$ cat config.mk
export PLATFORM = sky130hd
export DESIGN_NAME = ga_mutation
export DESIGN_NICKNAME = d
export VERILOG_FILES = /design/src/rtl/ga_pkg.sv /design/src/rtl/ga_mut_weight_flip.sv /design/src/rtl/ga_mutation.sv
export SDC_FILE = /design/constraint.sdc
export NUM_CORES = 1
export LEC_CHECK = 0
export CORE_MARGIN = 5
export CORE_UTILIZATION = 44
export CTS_CLUSTER_DIAMETER = 80
export DETAILED_ROUTE_END_ITERATION = 10
export PLACE_DENSITY = 0.81
export SYNTH_ARGS = -nofsm -noshare
export SYNTH_HDL_FRONTEND = slang
export SYNTH_SLANG_ARGS = --single-unit
$ cat constraint.sdc
create_clock -name clk -period 7.1 [get_ports clk]
set_input_delay 1.775 -clock clk [delete_from_list [all_inputs] [get_ports clk]]
set_output_delay 1.775 -clock clk [all_outputs]
set_load 0.05 [all_outputs]
$ cat src/rtl/ga_pkg.sv
// ga_pkg: constants and types shared by the genetic-algorithm blocks.
//   DATA_W       width of one weight (1 integer + 5 fraction bits)
//   M_MAX        maximum number of weights per chromosome
//   M_MAX_W      width of a weight count (0..M_MAX)
//   M_IDX_MAX_W  width of a weight index (0..M_MAX-1)
//   CHROM_MAX_W  chromosome width; weight i sits at [i*DATA_W +: DATA_W]
//   RAND_W       random word width: {r_hi, r_lo}, each M_IDX_MAX_W bits
package ga_pkg;

  localparam int DATA_W      = 6;
  localparam int M_MAX       = 32;
  localparam int M_MAX_W     = $clog2(M_MAX + 1);
  localparam int M_IDX_MAX_W = $clog2(M_MAX);
  localparam int CHROM_MAX_W = DATA_W * M_MAX;
  localparam int RAND_W      = 2 * M_IDX_MAX_W;

  typedef enum logic [1:0] {MUT_IDLE, MUT_MUTATE, MUT_OUT} ga_mut_state_t;

  typedef logic [DATA_W-1:0] ga_weight_t;

  // Weight counts above M_MAX behave exactly like M_MAX.
  function automatic logic [M_MAX_W-1:0] clamp_m(input logic [M_MAX_W-1:0] m);
    if (m > M_MAX_W'(M_MAX)) return M_MAX_W'(M_MAX);
    return m;
  endfunction

endpackage

$ cat src/rtl/ga_mut_weight_flip.sv
// ga_mut_weight_flip: combinational single-weight mutation.
//   weight      in   weight to mutate
//   r_hi        in   random value compared against thr
//   r_lo        in   random value selecting the bit (r_lo % DATA_W)
//   thr         in   mutation threshold, 0 = never, M_MAX = always
//   new_weight  out  weight with the selected bit inverted when flip is set
//   flip        out  r_hi < thr
module ga_mut_weight_flip
  import ga_pkg::*;
(
  input  ga_weight_t             weight,
  input  logic [M_IDX_MAX_W-1:0] r_hi,
  input  logic [M_IDX_MAX_W-1:0] r_lo,
  input  logic [M_IDX_MAX_W:0]   thr,
  output ga_weight_t             new_weight,
  output logic                   flip
);

  logic [M_IDX_MAX_W-1:0] bit_sel;

  assign bit_sel = r_lo % M_IDX_MAX_W'(DATA_W);

  always_comb begin
    flip       = ({1'b0, r_hi} < thr);
    new_weight = weight;
    if (flip) new_weight = weight ^ (ga_weight_t'(1) << bit_sel);
  end

endmodule

$ cat src/rtl/ga_mutation.sv
// ga_mutation: receives a child chromosome from ga_crossover, walks weights
// 0..m-1 one per cycle, optionally flipping one bit per weight, then offers
// the mutated chromosome downstream.
//   clk, rst       clock; asynchronous active-high reset
//   sw_rst         synchronous soft reset, same effect as rst
//   cnfg_m         active weights (clamped to M_MAX), sampled at accept
//   cnfg_mut_thr   mutation threshold, sampled at accept
//   rand_data      fresh random word each cycle, {r_hi, r_lo}
//   child_valid/child_ack/child   input handshake and chromosome
//   mut_valid/mut_ack/mut_child   output handshake and chromosome
//   mut_flip_cnt   flipped-weight count (only with GA_MUTATION_STATS_EN)
//   dbg_state      current FSM state
// Handshakes: a transfer happens on a rising edge where valid and ack are
// both high; valid and data stay stable until that edge. child_ack is a
// combinational response to child_valid while IDLE.
// Optional feature macro: GA_MUTATION_STATS_EN.
module ga_mutation
  import ga_pkg::*;
(
  input  logic                   clk,
  input  logic                   rst,
  input  logic                   sw_rst,
  input  logic [M_MAX_W-1:0]     cnfg_m,
  input  logic [M_IDX_MAX_W:0]   cnfg_mut_thr,
  input  logic [RAND_W-1:0]      rand_data,
  input  logic                   child_valid,
  input  logic [CHROM_MAX_W-1:0] child,
  output logic                   child_ack,
  output logic                   mut_valid,
  output logic [CHROM_MAX_W-1:0] mut_child,
  input  logic                   mut_ack,
`ifdef GA_MUTATION_STATS_EN
  output logic [M_MAX_W-1:0]     mut_flip_cnt,
`endif
  output ga_mut_state_t          dbg_state
);

  ga_mut_state_t            state, state_nxt;
  logic [M_IDX_MAX_W-1:0]   idx;
  logic [CHROM_MAX_W-1:0]   mut_buf;
  logic [M_MAX_W-1:0]       m_q;
  logic [M_IDX_MAX_W:0]     thr_q;
  logic [M_MAX_W-1:0]       m_clamp;
  logic [CHROM_MAX_W-1:0]   child_masked;
  ga_weight_t               cur_w, new_w;
  logic                     flip;
  logic                     accept;
  logic                     last_w;

  assign m_clamp   = clamp_m(cnfg_m);
  assign child_ack = (state == MUT_IDLE) && child_valid && !rst && !sw_rst;
  assign accept    = child_ack;
  assign last_w    = ({1'b0, idx} == (m_q - M_MAX_W'(1)));
  assign mut_valid = (state == MUT_OUT);
  assign mut_child = mut_buf;
  assign dbg_state = state;

  // Inactive weights are zeroed once at capture so the output never carries
  // stale upstream data beyond the active region.
  always_comb begin
    child_masked = '0;
    for (int i = 0; i < M_MAX; i++) begin
      if (M_MAX_W'(i) < m_clamp) child_masked[i*DATA_W +: DATA_W] = child[i*DATA_W +: DATA_W];
    end
  end

  always_comb begin
    cur_w = '0;
    for (int i = 0; i < M_MAX; i++) begin
      if (idx == M_IDX_MAX_W'(i)) cur_w = mut_buf[i*DATA_W +: DATA_W];
    end
  end

  ga_mut_weight_flip u_flip (
    .weight     (cur_w),
    .r_hi       (rand_data[RAND_W-1:M_IDX_MAX_W]),
    .r_lo       (rand_data[M_IDX_MAX_W-1:0]),
    .thr        (thr_q),
    .new_weight (new_w),
    .flip       (flip)
  );

  always_ff @(posedge clk or posedge rst) begin
    if (rst) state <= MUT_IDLE;
    else if (sw_rst) state <= MUT_IDLE;
    else state <= state_nxt;
  end

  always_comb begin
    state_nxt = state;
    case (state)
      MUT_IDLE:   if (accept) state_nxt = (m_clamp == '0) ? MUT_OUT : MUT_MUTATE;
      MUT_MUTATE: if (last_w) state_nxt = MUT_OUT;
      MUT_OUT:    if (mut_ack) state_nxt = MUT_IDLE;
      default:    state_nxt = MUT_IDLE;
    endcase
  end

  always_ff @(posedge clk or posedge rst) begin
    if (rst) begin
      idx     <= '0;
      mut_buf <= '0;
      m_q     <= '0;
      thr_q   <= '0;
    end else if (sw_rst) begin
      idx     <= '0;
      mut_buf <= '0;
      m_q     <= '0;
      thr_q   <= '0;
    end else if (state == MUT_IDLE) begin
      if (accept) begin
        idx     <= '0;
        mut_buf <= child_masked;
        m_q     <= m_clamp;
        thr_q   <= cnfg_mut_thr;
      end
    end else if (state == MUT_MUTATE) begin
      for (int i = 0; i < M_MAX; i++) begin
        if (idx == M_IDX_MAX_W'(i)) mut_buf[i*DATA_W +: DATA_W] <= new_w;
      end
      // idx parks on the last weight rather than wrapping.
      if (!last_w) idx <= idx + M_IDX_MAX_W'(1);
    end
  end

`ifdef GA_MUTATION_STATS_EN
  logic [M_MAX_W-1:0] flip_cnt;

  always_ff @(posedge clk or posedge rst) begin
    if (rst) flip_cnt <= '0;
    else if (sw_rst) flip_cnt <= '0;
    else if (accept) flip_cnt <= '0;
    else if ((state == MUT_MUTATE) && flip) flip_cnt <= flip_cnt + M_MAX_W'(1);
  end

  assign mut_flip_cnt = flip_cnt;
`endif

endmodule

After elaboration in Yosys (flattened, before gate mapping). Index checks and enable logic that the tools add are counted. W data, S select, Z words.

Bits in registers: 211. Input bits: 219. Output and inout bits: 196. Word-level logic and storage cells: 312.

Add/sub/neg operators: 2. Divide/modulo/power cells: 1. Magnitude comparators: 34. Equal/unequal tests: 38. Shifts and indexed selects: 1. Mux-type cells: 121. Bitwise logic cells: 1. Reductions and logical operators: 78.

Operators with widths (count): $mux W192 (4); $mux W6 (105); $reduce_and A3 Y1 (34); $reduce_bool A3 Y1 (33); $lt A5 B6 Y1 const A (16); $eq A5 B5 Y1 const B (16); $lt A4 B6 Y1 const A (8); $eq A5 B4 Y1 const B (8); $mux W5 (5); $lt A3 B6 Y1 const A (4); $eq A5 B3 Y1 const B (4); $lt A1 B6 Y1 const A (2); $lt A2 B6 Y1 const A (2); $eq A5 B2 Y1 const B (2); $mux W2 (5); $eq A5 B6 Y1 (1); $gt A6 B6 Y1 const B (1); $logic_not A6 Y1 (1); $lt A5 B6 Y1 (1); $ne A3 B2 Y1 const B (2); $ne A3 B3 Y1 const B (2); $pmux W2 S3 (1); $shl A1 B5 Y6 const A (1); $sub A6 B1 Y6 const B (1); 13 further kinds (17).

Depth between registers and ports, before layout.
Depth after elaboration: 39. Depth in mapped cells: 16.

Cells and area by module. Synthesis repeated with hierarchy kept, for this count alone.

Cell total of the unflattened synthesis: 1613. Area, all modules: 13231.4 µm².

By module, submodules not included: ga_mutation (times used 1, cells each 1531, area an instance 12629.6 µm², sequential area each 5280.1 µm²); ga_mut_weight_flip (times used 1, cells each 82, area an instance 601.8 µm², sequential area each 0.0 µm²).

Worst setup path before layout. Ideal clock, no wire load.

Kind: input to register. Start: in rand_data[4]. End: reg mut_buf[100], in the netlist mut_child[100]. Library setup time: 155 ps. Arrival: 4674 ps. Data required time: 6945 ps. Setup slack: 2270 ps. Cell stages on the path: 14. Path buffers: 2. Cell sequence: nand3b_1 > ha_1 > or2_2 > o21ai_0 > ha_1 > clkbuf_1 > nor2b_1 > o21a_1 > a2bb2oi_1 > or3_1 > and2_1 > mux2i_1 > buf_6 > a221oi_2.

Longest elaborated chain between the ends: 8.

RTL lines: start, declared (RTL line ga_mutation.sv:25) `input logic [RAND_W-1:0] rand_data,`; $mod A5 B3 Y5 (RTL line ga_mut_weight_flip.sv:21) `assign bit_sel = r_lo % M_IDX_MAX_W'(DATA_W);`; $shl A1 B5 Y6 (RTL line ga_mut_weight_flip.sv:26) `if (flip) new_weight = weight ^ (ga_weight_t'(1) << bit_sel);`; $xor A6 B6 Y6 (RTL line ga_mut_weight_flip.sv:26); $mux W6 (RTL line ga_mut_weight_flip.sv:26); $mux W6 (RTL line ga_mutation.sv:119) `if (idx == M_IDX_MAX_W'(i)) mut_buf[i*DATA_W +: DATA_W] <= new_w;`; $mux W192 (RTL line ga_mutation.sv:117) `end else if (state == MUT_MUTATE) begin`; $mux W192 (RTL line ga_mutation.sv:110) `end else if (state == MUT_IDLE) begin`; $mux W192 (RTL line ga_mutation.sv:105) `end else if (sw_rst) begin`; end signal, assigned (RTL line ga_mutation.sv:113) `mut_buf <= child_masked;`; end signal, assigned by index (RTL line ga_mutation.sv:119); end, declared (RTL line ga_mutation.sv:40) `logic [CHROM_MAX_W-1:0] mut_buf;`.

Every way passes these cells. The select of a mux whose other input is x is not followed. A chain may end at the register's enable or synchronous reset.

Worst setup path in the final report.
Start: in rst. End: out child_ack.

Longest elaborated chain between the ends: 3.

RTL lines: start, declared (RTL line ga_mutation.sv:21) `input logic rst,`; $logic_not A1 Y1 (no source line); $logic_and A1 B1 Y1 (2 in a row) (RTL line ga_mutation.sv:51) `assign child_ack = (state == MUT_IDLE) && child_valid && !rst && !sw_rst;`; end, declared (RTL line ga_mutation.sv:28) `output logic child_ack,`.

Every way passes these cells.

==> impl_metrics.env <==
export IMPL_cts_setup_buffers=0
export IMPL_r2r_end="mut_child[22]"
export IMPL_r2r_setup_slack_ns=2.08
export IMPL_clk_pin_slew_ns=0.06
export IMPL_cp_top_family="buffers and inverters"
export IMPL_die_x_um=191
export IMPL_p_sw_mw=1.78
export IMPL_timing_rr_start="idx[0]"
export IMPL_synth_edf_count=0
export IMPL_wire_per_inst_um=28.8
export IMPL_cts_max_level=1
export IMPL_syn_avg_cell_area_um2=8.72
export IMPL_fin_nets=2214
export IMPL_min_period_ns=5.86
export IMPL_drc=0
export IMPL_max_freq_mhz=171
export IMPL_core_um2=32500
export IMPL_drtIter0Drc=2030
export IMPL_required_ns=5.33
export IMPL_track_usage_pct=36.8
export IMPL_antenna_left=0
export IMPL_num_antenna_cells=0
export IMPL_rr_worst_depth=11
export IMPL_critPathMaxStageDelay_ns=0.94
export IMPL_synth_main_ff_cell="dfrtp_1"
export IMPL_io_buffers=414
export IMPL_peakVddDrop_mv=0.176
export IMPL_fin_cells=2442
export IMPL_power_frac_clock_pct=29.7
export IMPL_place_area_um2=18800
export IMPL_wirelength_um=70200
export IMPL_clock_skew_ns=0.0185
export IMPL_num_vias=16200
export IMPL_power_leakage_nw=7.81
export IMPL_start_util_pct=44.4
export IMPL_cts_tree="yes"
export IMPL_numClockSinks=211
export IMPL_path_max_fanout=11
export IMPL_seq_area_frac_synth_pct=36.6
export IMPL_cts_buffers=25
export IMPL_cts_resized=0
export IMPL_synth_area_um2=14400
export IMPL_sequentialPowerShare_pct=34.4
export IMPL_gr_total_overflow=0
export IMPL_grt_pass1_vias=16200
export IMPL_io_pins=415
export IMPL_clk_path_buf_depth=3
export IMPL_layout_drive_gt1_share_pct=10.8
export IMPL_layout_common_cells="clkdlybuf4s50_1 (413), a21oi_1 (245), dfrtp_1 (209), nand2_1 (184), nor2_1 (115)"
export IMPL_first_pass_iters=6
export IMPL_die_area_um2=36500
export IMPL_finalHoldViolCount=0
export IMPL_dp_cells=2397
export IMPL_antenna_found_initial=0
export IMPL_internal_power_mw=2.64
export IMPL_grt_pass1_wl_um=103000
export IMPL_dieHeight_um=191
export IMPL_tns_ns=0
export IMPL_crit_arrival_ns=4.08
export IMPL_relSlewSlack_pct=11.3
export IMPL_postCtsHoldBufs=0
export IMPL_syn_to_final_growth_pct=36.3
export IMPL_rsz0062_at_grt="no"
export IMPL_yosysUniqueCellTypes=92
export IMPL_ys_async_sr_fraction_pct=100
export IMPL_hold_class="flip-flop to flip-flop"
export IMPL_end_kind="primary output"
export IMPL_drv_slew=0
export IMPL_clock_latency_ns=0.55
export IMPL_dpl_hpwl_um=52200
export IMPL_power_density_nw_per_um2=225
export IMPL_crit_top_cell="clkdlybuf4s50_1"
export IMPL_status="finished, final reports clean"
export IMPL_via_per_inst=6.64
export IMPL_worst_slew_pin_transition_ns=1.32
export IMPL_final_cell_area_um2=19700
export IMPL_post_route_period_util_pct=82.5
export IMPL_yosysWarnings=0
export IMPL_crit_type="input pin to primary output"
export IMPL_cp_num_buf_inv=2
export IMPL_setup_worst_path_start="rst"
export IMPL_holdWs_ns=0.518
export IMPL_layout_commonest_cell="clkdlybuf4s50_1"
export IMPL_setup_violations=0
export IMPL_cp_num_cells=5
export IMPL_syn_nets=1885
export IMPL_row_count=66
export IMPL_gp_congestion=1.03
export IMPL_endpoint="child_ack"
export IMPL_combPwrFrac_pct=35.9
export IMPL_p_sw_share_pct=40.3
export IMPL_startpoint_type="input pin"
export IMPL_cp_cell_sequence="clkdlybuf4s50_1 > nor2b_1 > nand2_1 > nor2_1 > clkdlybuf4s50_1"
export IMPL_slowest_stage="clkdlybuf4s50_1"
export IMPL_cts_root_buffer="clkbuf_16"
export IMPL_ys_ff_latch=211
export IMPL_synth_cells=1653
export IMPL_grt_max_degree=98
export IMPL_max_cap_violations=0
-- synthesized netlist by cell type (14+ instances only) --
| cell type | number | share of area, % |
|---|---|---|
| o21ai_0 | 57 | 2.0 |
| a221oi_2 | 31 | 3.2 |
| inv_1 | 51 | 1.3 |
| o31ai_1 | 71 | 3.7 |
| or3_1 | 16 | 0.69 |
| buf_2 | 34 | 1.2 |
| nor2_1 | 116 | 3.0 |
| nor3_1 | 21 | 0.73 |
| o22ai_1 | 16 | 0.69 |
| a31oi_1 | 43 | 1.9 |
| nand2_1 | 184 | 4.8 |
| nor2b_1 | 26 | 1.1 |
| a22o_1 | 40 | 2.4 |
| dfrtp_1 | 211 | 37 |
| clkbuf_1 | 102 | 2.7 |
| nand2b_1 | 24 | 1.0 |
| a221oi_1 | 14 | 0.85 |
| nand3_1 | 19 | 0.66 |
| o41ai_2 | 56 | 6.3 |
| a21oi_1 | 245 | 8.5 |
-- tightest hold or removal path, stage by stage, from the launching register on --
cell and delay (ns):
dfrtp_1 0.37, nand2_1 0.06, o31ai_1 0.06
-- power by group through the flow --
| stage | clock network [mW] | registers, mW | logic, mW |
|---|---|---|---|
| after floorplan | 0 | 1.90 | 0.519 |
| final | 1.31 | 1.52 | 1.59 |
| after global placement | 0 | 1.53 | 1.55 |
| after detailed placement | 0 | 1.53 | 1.57 |
| after global routing | 1.36 | 1.53 | 1.66 |
| after CTS | 1.32 | 1.51 | 1.58 |
-- flip-flops by register name, summed over array words and instances (netlist names) --
name / cells
mut_child: 192
m_q: 6
thr_q: 6
idx: 5
dbg_state: 2
-- layer usage --
metal	vias to the layer above	track usage (%)	wire length, um
met2	1260	59.0	32200
met5	-	0	0
met3	243	9.53	8310
li1	6904	-	-
met4	0	18.0	3860
met1	7811	46.4	25900
-- worst min path at each step --
stage | slack (ns) | depth (start not counted) | endpoint | from
4_1_cts | 0.52 | 2 | mut_child[63] | mut_child[63]
6_report | 0.52 | 2 | mut_child[63] | mut_child[63]
3_3_place_gp | 0.49 | 2 | mut_child[101] | mut_child[101]
2_1_floorplan | 0.47 | 1 | thr_q[0] | thr_q[0]
3_5_place_dp | 0.50 | 2 | mut_child[63] | mut_child[63]
5_1_grt | 0.54 | 1 | thr_q[0] | thr_q[0]
-- area by class of cell --
| cell class | count | area [um^2] |
|---|---|---|
| clock inverter | 12 | 131 |
| timing repair buffer | 460 | 4520 |
| multi-input combinational | 1232 | 8280 |
| fill | 2799 | 12800 |
| inverter | 52 | 199 |
| clock buffer | 33 | 686 |
| sequential | 211 | 5280 |
| tap | 442 | 553 |
-- cell families (layout without fill, tap and decap cells) --
kind of cell | count (synthesis) | in the layout | share of synthesized area, %
AOI/OAI and AO/OA | 688 | 688 | 36.6
xor gates and xnor gates | 15 | 15 | 0.911
adders and majority gates | 13 | 13 | 1.13
buffers and inverters | 210 | 557 | 6.39
DFF | 211 | 211 | 36.6
muxes | 7 | 7 | 0.512
and+or+nand+nor | 509 | 509 | 17.9
-- stage by stage --
step	util [%]	total power, mW	worst slack [ns]
after detailed placement	58.0	3.10	1.06
after floorplan	-	2.42	2.27
after global routing	60.6	4.54	1.08
after global placement	58.0	3.08	1.26
final	60.6	4.43	1.24
after CTS	60.6	4.40	1.25
No activity file was read; power rests on OpenSTA's default activity.
